[src/rtl/lsu_pkg.sv]
// Shared width codes, response error codes, FSM states and request legality check
// for the load/store unit.
package lsu_pkg;

  localparam logic [2:0] F3_B  = 3'b000;
  localparam logic [2:0] F3_H  = 3'b001;
  localparam logic [2:0] F3_W  = 3'b010;
  localparam logic [2:0] F3_BU = 3'b100;
  localparam logic [2:0] F3_HU = 3'b101;

  localparam logic [1:0] ERR_OK       = 2'b00;
  localparam logic [1:0] ERR_MISALIGN = 2'b01;
  localparam logic [1:0] ERR_TIMEOUT  = 2'b10;
  localparam logic [1:0] ERR_ILLEGAL  = 2'b11;

  localparam int TIMEOUT_CYCLES_DEF = 64;

  typedef enum logic [1:0] {
    ST_IDLE  = 2'd0,
    ST_ISSUE = 2'd1,
    ST_RESP  = 2'd2
  } lsu_state_t;

  // Illegal encodings take priority over misalignment.
  function automatic logic [1:0] req_check(input logic we, input logic [2:0] funct3,
                                           input logic [1:0] addr_lo);
    logic illegal;
    logic misaligned;
    illegal    = (funct3 == 3'b011) || (funct3 == 3'b110) || (funct3 == 3'b111) ||
                 (we && funct3[2]);
    misaligned = (((funct3 == F3_H) || (funct3 == F3_HU)) && addr_lo[0]) ||
                 ((funct3 == F3_W) && (addr_lo != 2'b00));
    if (illegal)         return ERR_ILLEGAL;
    else if (misaligned) return ERR_MISALIGN;
    else                 return ERR_OK;
  endfunction

endpackage

[src/rtl/lsu_align.sv]
// Byte-enable generation, store-data lane replication and load lane select/extension.
// Purely combinational.
module lsu_align
  import lsu_pkg::*;
(
  input  logic [2:0]  funct3,
  input  logic [1:0]  addr_lo,
  input  logic [31:0] wdata,
  input  logic [31:0] rdata,
  output logic [3:0]  be,
  output logic [31:0] wdata_rep,
  output logic [31:0] rdata_ext
);

  logic [7:0]  byte_sel;
  logic [15:0] half_sel;

  always_comb begin
    be        = 4'b0000;
    wdata_rep = wdata;
    rdata_ext = 32'd0;
    byte_sel  = rdata[{addr_lo, 3'b000} +: 8];
    half_sel  = addr_lo[1] ? rdata[31:16] : rdata[15:0];
    case (funct3)
      F3_B, F3_BU: begin
        be        = 4'b0001 << addr_lo;
        wdata_rep = {4{wdata[7:0]}};
        rdata_ext = (funct3 == F3_B) ? {{24{byte_sel[7]}}, byte_sel} : {24'd0, byte_sel};
      end
      F3_H, F3_HU: begin
        be        = addr_lo[1] ? 4'b1100 : 4'b0011;
        wdata_rep = {2{wdata[15:0]}};
        rdata_ext = (funct3 == F3_H) ? {{16{half_sel[15]}}, half_sel} : {16'd0, half_sel};
      end
      F3_W: begin
        be        = 4'b1111;
        rdata_ext = rdata;
      end
      default: begin
      end
    endcase
  end

endmodule

[src/rtl/load_store_unit.sv]
// Memory-access stage: one data-memory transaction per accepted request, 2 cycles min
// latency (1 on error); req_ready only in IDLE, mem_req held until ack or timeout.
module load_store_unit
  import lsu_pkg::*;
#(
  parameter int TIMEOUT_CYCLES = TIMEOUT_CYCLES_DEF
) (
  input  logic        clk,
  input  logic        rst_n,
  input  logic        req_valid,
  output logic        req_ready,
  input  logic        req_we,
  input  logic [2:0]  req_funct3,
  input  logic [31:0] req_addr,
  input  logic [31:0] req_wdata,
  output logic        mem_req,
  output logic        mem_we,
  output logic [31:0] mem_addr,
  output logic [3:0]  mem_be,
  output logic [31:0] mem_wdata,
  input  logic [31:0] mem_rdata,
  input  logic        mem_ack,
  output logic        resp_valid,
  output logic [31:0] resp_rdata,
  output logic [1:0]  resp_err
);

  localparam logic [7:0] CNT_LAST = 8'(TIMEOUT_CYCLES - 1);

  lsu_state_t  state, state_nxt;
  logic        we_q;
  logic [2:0]  f3_q;
  logic [31:0] addr_q;
  logic [31:0] wdata_q;
  logic [7:0]  cnt;
  logic [1:0]  chk_err;
  logic [3:0]  be_dec;
  logic [31:0] rdata_ext;

  assign chk_err = req_check(req_we, req_funct3, req_addr[1:0]);

  lsu_align u_align (
    .funct3    (f3_q),
    .addr_lo   (addr_q[1:0]),
    .wdata     (wdata_q),
    .rdata     (mem_rdata),
    .be        (be_dec),
    .wdata_rep (mem_wdata),
    .rdata_ext (rdata_ext)
  );

  assign mem_addr = {addr_q[31:2], 2'b00};
  assign mem_we   = mem_req & we_q;
  assign mem_be   = mem_req ? be_dec : 4'b0000;

  always_ff @(posedge clk or negedge rst_n) begin
    if (!rst_n) state <= ST_IDLE;
    else        state <= state_nxt;
  end

  always_comb begin
    state_nxt  = state;
    req_ready  = 1'b0;
    mem_req    = 1'b0;
    resp_valid = 1'b0;
    case (state)
      ST_IDLE: begin
        req_ready = 1'b1;
        if (req_valid) state_nxt = (chk_err == ERR_OK) ? ST_ISSUE : ST_RESP;
      end
      ST_ISSUE: begin
        mem_req = 1'b1;
        if (mem_ack || (cnt == CNT_LAST)) state_nxt = ST_RESP;
      end
      ST_RESP: begin
        resp_valid = 1'b1;
        state_nxt  = ST_IDLE;
      end
      default: state_nxt = ST_IDLE;
    endcase
  end

  // Request latch, wait counter and response registers.
  always_ff @(posedge clk or negedge rst_n) begin
    if (!rst_n) begin
      we_q       <= 1'b0;
      f3_q       <= 3'd0;
      addr_q     <= 32'd0;
      wdata_q    <= 32'd0;
      cnt        <= 8'd0;
      resp_rdata <= 32'd0;
      resp_err   <= ERR_OK;
    end else begin
      case (state)
        ST_IDLE: begin
          if (req_valid) begin
            we_q    <= req_we;
            f3_q    <= req_funct3;
            addr_q  <= req_addr;
            wdata_q <= req_wdata;
            cnt     <= 8'd0;
            if (chk_err != ERR_OK) begin
              resp_err   <= chk_err;
              resp_rdata <= 32'd0;
            end
          end
        end
        ST_ISSUE: begin
          if (mem_ack) begin
            resp_err   <= ERR_OK;
            resp_rdata <= we_q ? 32'd0 : rdata_ext;
          end else if (cnt == CNT_LAST) begin
            resp_err   <= ERR_TIMEOUT;
            resp_rdata <= 32'd0;
          end else begin
            cnt <= cnt + 8'd1;
          end
        end
        default: begin
        end
      endcase
    end
  end

endmodule

[config.mk]
export PLATFORM = sky130hd
export DESIGN_NAME = load_store_unit
export DESIGN_NICKNAME = d
export VERILOG_FILES = /design/src/rtl/lsu_pkg.sv /design/src/rtl/lsu_align.sv /design/src/rtl/load_store_unit.sv
export SDC_FILE = /design/constraint.sdc
export NUM_CORES = 1
export LEC_CHECK = 0
export ABC_AREA = 1
export ABC_CLOCK_PERIOD_IN_PS = 2250
export BUFFER_PORTS_ARGS = -buffer_cell sky130_fd_sc_hd__buf_2
export CAP_MARGIN = 20
export CORE_MARGIN = 10
export CORE_UTILIZATION = 25
export DETAILED_ROUTE_END_ITERATION = 16
export GPL_ROUTABILITY_DRIVEN = 0
export HOLD_SLACK_MARGIN = 0.03
export SLEW_MARGIN = 20
export SYNTH_ARGS = -nofsm -noshare
export SYNTH_HDL_FRONTEND = slang
export SYNTH_SLANG_ARGS = --single-unit
[constraint.sdc]
create_clock -name clk -period 2.25 [get_ports clk]
set_input_delay 0.675 -clock clk [delete_from_list [all_inputs] [get_ports clk]]
set_output_delay 0.675 -clock clk [all_outputs]
set_load 0.1 [all_outputs]
* After elaboration in Yosys (flattened, before gate mapping)
Cells that the tools add are included.
Storage, ports and cells: word-level logic and storage cells 84, output and inout port bits 106, flip-flop bits (word level) 112, input port bits 104
Cells by class: mux-type cells 32, shifts and indexed selects 2, add/sub/neg operators 1, bitwise gates (word level) 1, eq/ne operators 19, reduce and logical (&&, ||, !) cells 21
Operators with widths (count):
- $mux 32 | 7
- $pmux 32 s2 | 2
- $pmux 32 s3 | 1
- $shiftx 32x6->8 | 1
- $mux 8 | 3
- $mux 16 | 1
- $mux 2 | 8
- $pmux 8 s2 | 1
- $eq 3x3->1 const B | 5
- $pmux 4 s3 | 1
- $ne 2x2->1 const B | 5
- $eq 3x2->1 const B | 3
- $add 8x1->8 const B | 1
- $eq 8x6->1 const B | 1
- $mux 4 | 2
- $pmux 2 s2 | 2
- $reduce_and 4->1 | 2
- $eq 3x1->1 const B | 2
- $logic_or 1x1->1 | 6
- $reduce_bool 2->1 | 3
- $logic_not 2->1 | 2
- $mux 1 | 4
- $reduce_and 2->1 | 2
- $reduce_or 2->1 | 2
- 7 further kinds | 9

* Longest topological paths before layout
Gate-level depths: netlist (run 1).
word-level depth 10, depth in mapped cells 10, depth with buffers taken out 9

* Hierarchy
Synthesis (run 1) repeated with hierarchy kept, for this count alone.
Second synthesis, totals: cells, all modules 965, area total of the unflattened synthesis 6551.3 um2
Modules (own cells, without submodules):
- load_store_unit | area each 4788.3 um2, sequential area each 2802.7 um2, times used 1, cells each 570
- lsu_align | area each 1762.9 um2, sequential area each 0.0 um2, times used 1, cells each 395

* Worst setup path before layout (run 1)
Ideal clock, no wire load.
kind reg-to-output, from reg f3_q[1], to out mem_wdata[8], cell stages (with the launch flop) 6, buffers on the path 1, data required time 1575 ps, data arrival time 2985 ps, slack -1410 ps, cell sequence dfrtp_1 inv_2 nand2_1 inv_1 buf_2 o21ai_0
On the way: word-level cells in the longest chain between the ends 3, elaborated cells between the ends (all ways) 7, classes of those cells eq/ne (3); mux (1); reduce/logical (3)
RTL lines:
- start: declaration | RTL line load_store_unit.sv:32 | logic [2:0] f3_q;
- start signal: assignment | RTL line load_store_unit.sv:98 | f3_q <= req_funct3;
- $eq 3x3->1 (tied with other cells) | RTL line lsu_align.sv:24 | case (funct3)
- $reduce_or 2->1 | RTL line lsu_align.sv:24
- $pmux 32 s2 (*) | RTL line lsu_align.sv:24
- end: declaration | RTL line load_store_unit.sv:20 | output logic [31:0] mem_wdata,
Every way passes the cells marked *; elsewhere a longest branch is shown, timed or not.

* Worst setup path after layout (run 1)
from reg f3_q[1], to out mem_wdata[24]
The elaborated chain is that of the path after synthesis.

==> results.json, run 1 <==
{
  "grt_setup_unrepaired": "true",
  "insertion_delay_ns": 0.36,
  "fin_crit_sh_pct": 102,
  "synth.ff_latch_count": 112,
  "clk_path_buf_depth": 2,
  "io_pins": 210,
  "worstPathArrival_ns": 1.61,
  "crit_chain": "buf_8 -> nor2_8 -> inv_2 -> o211ai_1 -> buf_12",
  "setup_viol": 5,
  "avgSynthCellArea_um2": 6.94,
  "cts_tree": "yes",
  "cp_slowest_cell": "dfrtp_1",
  "hpwl_um": 16200,
  "first_pass_iters": 5,
  "status": "finished, violations left",
  "antenna_left": 0,
  "fp.dieH_um": 179,
  "coreArea_um2": 24500,
  "violations": "negative setup slack",
  "grt_pass1_wl_um": 33300,
  "cts.sinks": 112,
  "async_flop_share_pct": 100,
  "finalWirelength_um": 21300,
  "synth-warning-count": 0,
  "routed_via_density": 4.28,
  "worstPathRequired_ns": 1.57,
  "r2r_cells": 11,
  "numPortBuffers": 207,
  "fin_util_pct": 34.3,
  "synth_seq_area_share_pct": 44.6,
  "nNetsFinal": 1184,
  "drc": 0,
  "drive_above_1_share_pct": 29.2,
  "drt-initial-drc-count": 426,
  "area_growth_pct": 33.8,
  "cap_violations": 0,
  "end_kind": "primary output",
  "slew_headroom_pct": 64.0,
  "antenna_found_initial": 3,
  "synth_area_leaders": "dfrtp_1 (45%), nand2_1 (29%), buf_4 (5.5%), nor2_1 (3.8%), inv_1 (3.5%)",
  "fin_crit_ns": 2.29,
  "grt_max_degree": 67,
  "routedWlPerCell_um": 15.1,
  "critPathTopFamily": "buffers and inverters",
  "maxSlewViolCount": 0,
  "yosysUniqueCellTypes": 28,
  "synth.top_cell.area_share_pct": 44.6,
  "pre_cts_slack_ns": 0.0413,
  "cp.depth": 5,
  "finalHoldViolCount": 0,
  "grt_pass1_vias": 6093,
  "chipWidth_um": 179,
  "tightestPinTransition_ns": 0.539,
  "yosys.area.top_type": "dfrtp_1",
  "root_buffer": "clkbuf_16",
  "cts_buffers": 9,
  "synth_area_um2": 6280,
  "cpPeakStageDelay_ns": 0.42,
  "fmax_ghz": 0.437,
  "clk_pin_slew_worst_paths_ns": 0.08,
  "synth_edf_count": 0,
  "htreeDepth": 3,
  "placed_area_um2": 7920,
  "ys.flop_type": "dfrtp_1",
  "rows": 57,
  "fp.dieArea_um2": 31900,
  "path_class": "reg -> out",
  "hold_path.class": "in -> async",
  "synthCells": 905,
  "cp.buffers_inverters": 3,
  "start_util_pct": 25.6,
  "cp_max_fo": 5,
  "cts_hold_buf": 0,
  "grt-ovfl-total": 0,
  "layout_setup_ws_ns": -0.0369,
  "vias": 6039,
  "grt.total_usage_pct": 13.2,
  "clock_skew_ns": 0.0124,
  "start_kind": "flip-flop",
  "finish.instance_area_um2": 8410
}
-- cell usage after synthesis, types with 2 or more instances --
cell / number
buf_4: 46
inv_1: 58
o21ai_0: 29
nand2_1: 485
xor2_1: 2
clkbuf_1: 10
nor2_1: 63
a21oi_1: 6
buf_2: 14
nand3_1: 26
dfrtp_1: 112
nand2_2: 8
buf_6: 9
o211ai_1: 16
nor2_2: 3
o21ai_1: 2
inv_2: 5
-- worst paths after layout --
path                                     start        endpoint  slack, ns
worst max-delay path                   f3_q[1]   mem_wdata[24]      -0.04
worst min-delay path                     rst_n  resp_rdata[12]       0.25
worst max register to register         f3_q[0]   resp_rdata[7]       0.33
worst min register to register  resp_rdata[25]  resp_rdata[25]       0.47
max in group asynchronous                rst_n  resp_rdata[27]       1.41
min in group clk                resp_rdata[25]  resp_rdata[25]       0.47
-- placed cells by master (no fill, tap or decap) --
cell type	Yosys	routed
o21ai_4	0	1
nand4_1	1	1
clkbuf_16	0	9
inv_2	5	9
nand3_2	1	8
clkbuf_8	0	1
dfrtp_1	112	111
nand2_1	485	468
xor2_1	2	2
buf_2	14	176
inv_8	0	2
o211ai_1	16	16
inv_1	58	53
nand3_1	26	19
o21ai_2	0	1
a21oi_1	6	5
o21ai_1	2	5
inv_6	0	3
buf_6	9	2
conb_1	1	2
buf_8	0	2
o21bai_1	1	1
clkinvlp_4	0	2
o21ai_0	29	24
buf_12	0	35
nor2_2	3	6
inv_4	0	1
nor2_8	1	1
nor2_1	63	59
a211oi_4	1	1
nand2_2	8	22
nand2_4	0	3
buf_4	46	26
dfrtp_2	0	1
nor3_1	1	1
ha_1	1	1
a21oi_2	1	1
a21oi_4	0	1
nor2_4	1	2
diode_2	0	2
-- cell type report --
class | instances | area [µm²]
multi-input combinational | 651 | 2820
timing repair buffer | 241 | 1830
tap | 324 | 405
fill | 2662 | 16100
sequential | 112 | 2800
clock inverter | 6 | 56.3
clock buffer | 10 | 239
inverter | 64 | 246
antenna | 2 | 5.00
-- state kept, by name, summed over array words and instances, names as in the netlist --
signal      count
wdata_q        32
we_q            1
resp_rdata     32
addr_q         32
cnt             8
resp_err        2
state           2
f3_q            3
-- worst register-to-register path, delay by kind of cell (launching register included) --
| kind | cells | cell delay, ns |
|---|---|---|
| simple gates | 6 | 0.54 |
| buf+inv | 5 | 0.93 |
| flops | 1 | 0.39 |
-- cell families after synthesis --
family                     share of synthesized area [%]
DFF                                                 44.6
AOI/OAI and AO/OA                                   5.44
buffers and inverters                               12.6
adders and majority gates                          0.199
and+or+nand+nor                                     36.8
xor gates and xnor gates                           0.279
other                                             0.0597
-- through the flow --
step	hold WS (ns)	setup TNS, ns	instances
5_1_grt	0.254	-1.38	1408
3_3_place_gp	0.451	0	1382
2_1_floorplan	0.379	-1.39	906
3_5_place_dp	0.455	0	1382
6_report	0.247	-0.0929	1410
4_1_cts	0.247	-0.256	1407
-- routing by layer --
metal | wire length (µm) | up-vias | global-route usage, % | part of all wire, %
met2 | 10000 | 205 | 22.0 | 47
met5 | 21 | - | 0 | 0.099
li1 | - | 3049 | - | -
met3 | 2210 | 25 | 5.45 | 10
met4 | 416 | 4 | 3.96 | 2.0
met1 | 8590 | 2756 | 15.3 | 40
-- timing repair --
action,in CTS,in global routing
pin swaps,3,3
resized for setup,22,10
gates cloned,0,0
endpoints found under the setup margin,20,20
buffers inserted,9,1
Power of run 1 is not shown: default switching activity piles up to over one toggle a cycle in this logic, so the estimate is an artifact.
==> run 2: changes to the inputs <==
--- a/config.mk
+++ b/config.mk
@@ -8,3 +8,3 @@
 export ABC_AREA = 1
-export ABC_CLOCK_PERIOD_IN_PS = 2250
+export ABC_CLOCK_PERIOD_IN_PS = 2300
 export BUFFER_PORTS_ARGS = -buffer_cell sky130_fd_sc_hd__buf_2
@@ -12,3 +12,3 @@
 export CORE_MARGIN = 10
-export CORE_UTILIZATION = 25
+export CORE_UTILIZATION = 51
 export DETAILED_ROUTE_END_ITERATION = 16
@@ -16,2 +16,3 @@
 export HOLD_SLACK_MARGIN = 0.03
+export PLACE_DENSITY = 0.81
 export SLEW_MARGIN = 20
==> constraint.sdc (replaced) <==
create_clock -name clk -period 2.3 [get_ports clk]
set_input_delay 0.69 -clock clk [delete_from_list [all_inputs] [get_ports clk]]
set_output_delay 0.69 -clock clk [all_outputs]
set_load 0.01 [all_outputs]
==> run 2 against run 1 <==
  * The flow now finishes without violations
  * Hold slack improved by 0.026 ns
  * Sequential cell count unchanged
  * Worst setup slack improved by 0.11 ns
  * Utilization increased by 28 points
  * First-iteration DRC count increased by 3.8%
  * Cell area decreased by 10%
  * Final cell count decreased by 14%
  * Sequential share of layout area increased by 3.8 points
==> results.json, run 2 (same netlist as run 1, synthesis figures left out) <==
{
  "cts_buffers": 9,
  "drive_above_1_share_pct": 25.3,
  "root_buffer": "clkbuf_16",
  "fmax_ghz": 0.449,
  "fin_crit_ns": 2.23,
  "cts_tree": "yes",
  "grt.total_usage_pct": 21.0,
  "worstPathArrival_ns": 1.54,
  "cpPeakStageDelay_ns": 0.42,
  "worstPathRequired_ns": 1.61,
  "nNetsFinal": 1169,
  "cp_slowest_cell": "dfrtp_1",
  "met1Wirelength_um": 7350,
  "wl_met2_um": 8380,
  "hold_slack_ns": 0.273,
  "dp_cells": 1198,
  "fp.dieArea_um2": 17200,
  "clock_skew_ns": 0.00916,
  "routed_via_density": 4.94,
  "antenna_found_initial": 4,
  "hpwl_um": 13700,
  "ir_drop_v": 0.000918,
  "drt-initial-drc-count": 442,
  "maxSlewViolCount": 0,
  "fin_util_pct": 62.7,
  "routedWlPerCell_um": 14.9,
  "clk_path_buf_depth": 2,
  "fp.dieH_um": 131,
  "insertion_delay_ns": 0.36,
  "start_kind": "flip-flop",
  "grt_max_degree": 72,
  "grt_pass1_wl_um": 28700,
  "pwr_density_cell_nw_per_um2": 1290,
  "final-instance-count-excl-fill": 1218,
  "finish.instance_area_um2": 7530,
  "grt-ovfl-total": 0,
  "coreArea_um2": 12000,
  "fin_crit_sh_pct": 96.9,
  "finalWirelength_um": 18200,
  "placed_area_um2": 7140,
  "htreeDepth": 3,
  "vias": 6022,
  "chipWidth_um": 131,
  "grt_pass1_vias": 5832,
  "finalHoldViolCount": 0,
  "clk_pin_slew_worst_paths_ns": 0.07,
  "r2r_cells": 10,
  "start_util_pct": 52.3,
  "path_class": "reg -> out",
  "status": "complete, no violations",
  "first_pass_iters": 6,
  "most-common-layout-cells": "nand2_1 (484), buf_2 (206), dfrtp_1 (112)",
  "numPortBuffers": 207,
  "rows": 40,
  "cp_max_fo": 5,
  "cap_violations": 0,
  "antenna_left": 0,
  "crit_chain": "buf_8 -> nand3_2 -> nand2_1 -> a21oi_2 -> nor2_1 -> buf_2",
  "wl_met3_um": 2040,
  "setup_viol": 0,
  "end_kind": "primary output",
  "cts.sinks": 112,
  "drc": 0,
  "slew_headroom_pct": 65.8,
  "top_regs": "addr_q x32, resp_rdata x32, wdata_q x32",
  "tightestPinTransition_ns": 0.512,
  "area_growth_pct": 19.9,
  "top_layer": "met5",
  "io_pins": 210,
  "p_leak_nw": 4.63,
  "layout_commonest_cell": "nand2_1",
  "hold_path.class": "in -> async",
  "setup-tns-final_ns": 0
}
## run 2: cell types whose count changed in the layout (fill, tap and decap cells not counted), moves of 5 or more
| cell | before | now |
|---|---|---|
| buf_12 | 35 | 5 |
| buf_2 | 176 | 206 |
| buf_4 | 26 | 11 |
| inv_2 | 9 | 4 |
| nand2_1 | 468 | 484 |
| nand2_2 | 22 | 7 |
| nand3_1 | 19 | 26 |
| nand3_2 | 8 | 1 |
## run 2: cell type report
class | instances | area (µm²)
Antenna cell | 2 | 5.00
Multi-Input combinational cell | 651 | 2710
Fill cell | 1098 | 4480
Clock inverter | 6 | 77.6
Sequential cell | 112 | 2800
Clock buffer | 10 | 239
Timing Repair Buffer | 226 | 1270
Tap cell | 147 | 184
Inverter | 64 | 249
## run 2: critical path, delay by kind of cell, from the launching register on
kind | cells | cell delay, ns
buffers and inverters | 2 | 0.29
flip-flops | 1 | 0.42
AO/OA/AOI/OAI | 1 | 0.19
AND/OR/NAND/NOR | 3 | 0.29
## run 2: final timing paths
path	startpoint	end	slack, ns
setup reg to reg	f3_q[1]	resp_rdata[6]	0.46
setup / recovery	f3_q[1]	mem_be[2]	0.07
min in group clk	resp_rdata[8]	resp_rdata[8]	0.47
hold reg to reg	resp_rdata[8]	resp_rdata[8]	0.47
max in group asynchronous	rst_n	addr_q[11]	1.41
hold / removal	rst_n	resp_rdata[11]	0.27
## run 2: per-layer routing
layer  up-vias  global-route usage (%)
met5         -                       0
met4         4                    7.91
met2       259                    33.2
met1      2710                    25.2
met3        26                    8.30
li1       3023                       -
## run 2: per-stage QoR
stage	power, mW	setup slack (ns)
5_1_grt	10.5	-0.000258
6_report	9.71	0.0715
4_1_cts	9.68	-0.0162
3_3_place_gp	7.87	0.262
3_5_place_dp	7.98	0.203
2_1_floorplan	6.67	0.336
## run 2: what timing repair did
action,CTS,global route
gates resized for setup,5,14
hold buffers,0,0
setup endpoints to repair,19,19
buffers inserted,1,1
pin swaps,1,0
## run 2: power breakdown
part / total (mW) / internal, mW / switching, mW
sequential: 3.19 / 2.68 / 0.511
combinational: 4.87 / 1.78 / 3.09
clock: 1.64 / 0.891 / 0.753
No activity file was read; power rests on OpenSTA's default activity.
==> run 3: changes to the inputs <==
- CORE_UTILIZATION: 51 -> 52
- SYNTH_HIERARCHICAL: unset -> 1
==> run 3 against run 2 <==
  * Maximum frequency shrank 0.70%
  * Wire length up 3.2%
  * Area after synthesis grew 4.3%
  * Register-to-register slack gained 0.07 ns
  * Synthesized cell count is 6.6% higher
  * Combinational power increased by 5.7%
  * Die area up 1.9%
  * Global-route usage increased by 0.086 points
  * Sequential share of layout area fell by 1.0 points
  * Critical path type unchanged
  * Critical endpoint is now mem_wdata[24]
  * Largest cell class is now multi-input gates
  * Largest power group unchanged
==> results.json, run 3 <==
{
  "combPwrFrac_pct": 51.3,
  "drive_above_1_share_pct": 24.6,
  "drt-initial-drc-count": 616,
  "synth-warning-count": 6,
  "p_leak_nw": 4.81,
  "internal_power_mw": 5.49,
  "layout_setup_ws_ns": 0.0557,
  "finalHoldViolCount": 0,
  "maxSlewViolCount": 0,
  "grt.total_usage_pct": 21.0,
  "grtUsageMet1_pct": 24.9,
  "clock_skew_ns": 0.00403,
  "placed_area_um2": 7340,
  "vias": 6377,
  "clkPwrFrac_pct": 16.8,
  "yosys.area.top_type": "dfrtp_1",
  "fin_crit_ns": 2.24,
  "seqPwrFrac_pct": 31.9,
  "switching_share_pct": 45.3,
  "synth.ff_latch_count": 112,
  "final-instance-count-excl-fill": 1290,
  "avgSynthCellArea_um2": 6.79,
  "pwr_density_cell_nw_per_um2": 1290,
  "grt_pass1_wl_um": 30400,
  "root_buffer": "clkbuf_16",
  "hpwl_um": 13900,
  "cts_buffers": 9,
  "synth_seq_area_share_pct": 42.8,
  "cap_violations": 0,
  "cp_max_fo": 14,
  "cts_hold_buf": 0,
  "finish.instance_area_um2": 7750,
  "grt_max_degree": 66,
  "power.switching_mw": 4.54,
  "synth_edf_count": 0,
  "start_kind": "flip-flop",
  "grt_pass1_vias": 6191,
  "dp_cells": 1267,
  "fin_total_pwr_mw": 10.0,
  "first_pass_iters": 5,
  "htreeDepth": 3,
  "synth.most_common_cell": "nand2_1",
  "area_growth_pct": 18.3,
  "ir_drop_v": 0.000852,
  "worstPathRequired_ns": 1.61,
  "cpPeakStageDelay_ns": 0.49,
  "fmax_ghz": 0.446,
  "synth_area_leaders": "dfrtp_1 (43%), nand2_1 (33%), buf_4 (4.8%), nand4_1 (3.3%), inv_1 (3.3%)",
  "chipWidth_um": 132,
  "routed_via_density": 4.94,
  "numPortBuffers": 207,
  "clk_path_buf_depth": 2,
  "cts_tree": "yes",
  "clk_pin_slew_worst_paths_ns": 0.07,
  "ys.flop_type": "dfrtp_1",
  "top_regs": "addr_q x32, resp_rdata x32, wdata_q x32",
  "synth.top_cell.area_share_pct": 42.8,
  "critPathTopFamily": "flip-flops",
  "antenna_left": 0,
  "synth_area_um2": 6550,
  "layout_commonest_cell": "nand2_1",
  "worstPathArrival_ns": 1.55,
  "fp.dieH_um": 132,
  "nNetsFinal": 1221,
  "crit_chain": "nor2_4 -> buf_6 -> nand2_1 -> o211ai_1 -> buf_2",
  "coreArea_um2": 12200,
  "path_class": "reg -> out",
  "cp_slowest_cell": "dfrtp_2",
  "synthCells": 965,
  "routedWlPerCell_um": 14.5,
  "most-common-layout-cells": "nand2_1 (576), buf_2 (206), dfrtp_1 (110)",
  "cp.buffers_inverters": 2,
  "async_flop_share_pct": 100,
  "setup_viol": 0,
  "grt_setup_unrepaired": "true",
  "regToRegSetupSlack_ns": 0.53,
  "synth_common_cells": "nand2_1 (577), dfrtp_1 (112), inv_1 (58)",
  "rows": 40,
  "end_kind": "primary output",
  "io_pins": 210,
  "busiest_layer": "met2",
  "start_util_pct": 53.9,
  "cts.sinks": 112,
  "antenna_found_initial": 3,
  "finalWirelength_um": 18700,
  "fp.dieArea_um2": 17500,
  "yosysUniqueCellTypes": 30,
  "gr-usage-met2_pct": 33.6,
  "drc": 0,
  "pre_cts_slack_ns": 0.300,
  "hold_path.class": "in -> async",
  "grt-ovfl-total": 0,
  "setup-tns-final_ns": 0,
  "insertion_delay_ns": 0.35,
  "status": "complete, no violations",
  "fin_crit_sh_pct": 97.6,
  "use_met3_pct": 7.81
}
## run 3: what timing repair did
item,4_1_cts,5_1_grt
setup buffers,2,4
setup endpoints to repair,4,17
resized for setup,4,8
## run 3: power groups by stage
stage	combinational (mW)	sequential (mW)	clock, mW
final	5.15	3.20	1.69
after global routing	5.81	3.28	1.80
after CTS	5.08	3.19	1.71
after detailed placement	5.02	3.20	0
after global placement	4.94	3.20	0
after floorplan	3.91	3.13	0
## run 3: final cells by class
cell class                 instances  area (µm²)
clock inverter                     4        76.3
tap                              168         210
inverter                          70         278
fill                            1176        4410
antenna                            1        2.50
sequential                       112        2810
clock buffer                      12         236
timing repair buffer             230        1260
multi-input combinational        693        2880
## run 3: logic make-up after synthesis
logic type	count (synthesis)	share of synthesized area (%)
AOI/OAI and AO/OA	32	2.85
xor gates and xnor gates	2	0.267
adders and majority gates	1	0.191
buffers and inverters	161	13.8
DFF	112	42.8
other	1	0.0572
and+or+nand+nor	656	40.1
## run 3: metrics by stage
step | hold WS [ns] | util, %
2_1_floorplan | 0.394 | -
3_3_place_gp | 0.450 | 60.4
3_5_place_dp | 0.453 | 60.4
4_1_cts | 0.337 | 63.2
5_1_grt | 0.350 | 63.7
6_report | 0.330 | 63.7
## run 3: metal layers
metal	up-vias	wire length (µm)
met5	-	34
met4	6	429
met3	36	2020
met2	256	8670
met1	2893	7580
li1	3186	-
## run 3: worst paths after layout
| path | depth (start not counted) | from | endpoint |
|---|---|---|---|
| setup / recovery | 5 | f3_q[0] | mem_wdata[24] |
| hold / removal | 2 | rst_n | resp_rdata[5] |
| setup reg to reg | 7 | f3_q[1] | resp_rdata[13] |
| hold reg to reg | 2 | resp_rdata[8] | resp_rdata[8] |
| max in group asynchronous | 2 | rst_n | f3_q[1] |
| min in group clk | 2 | resp_rdata[8] | resp_rdata[8] |
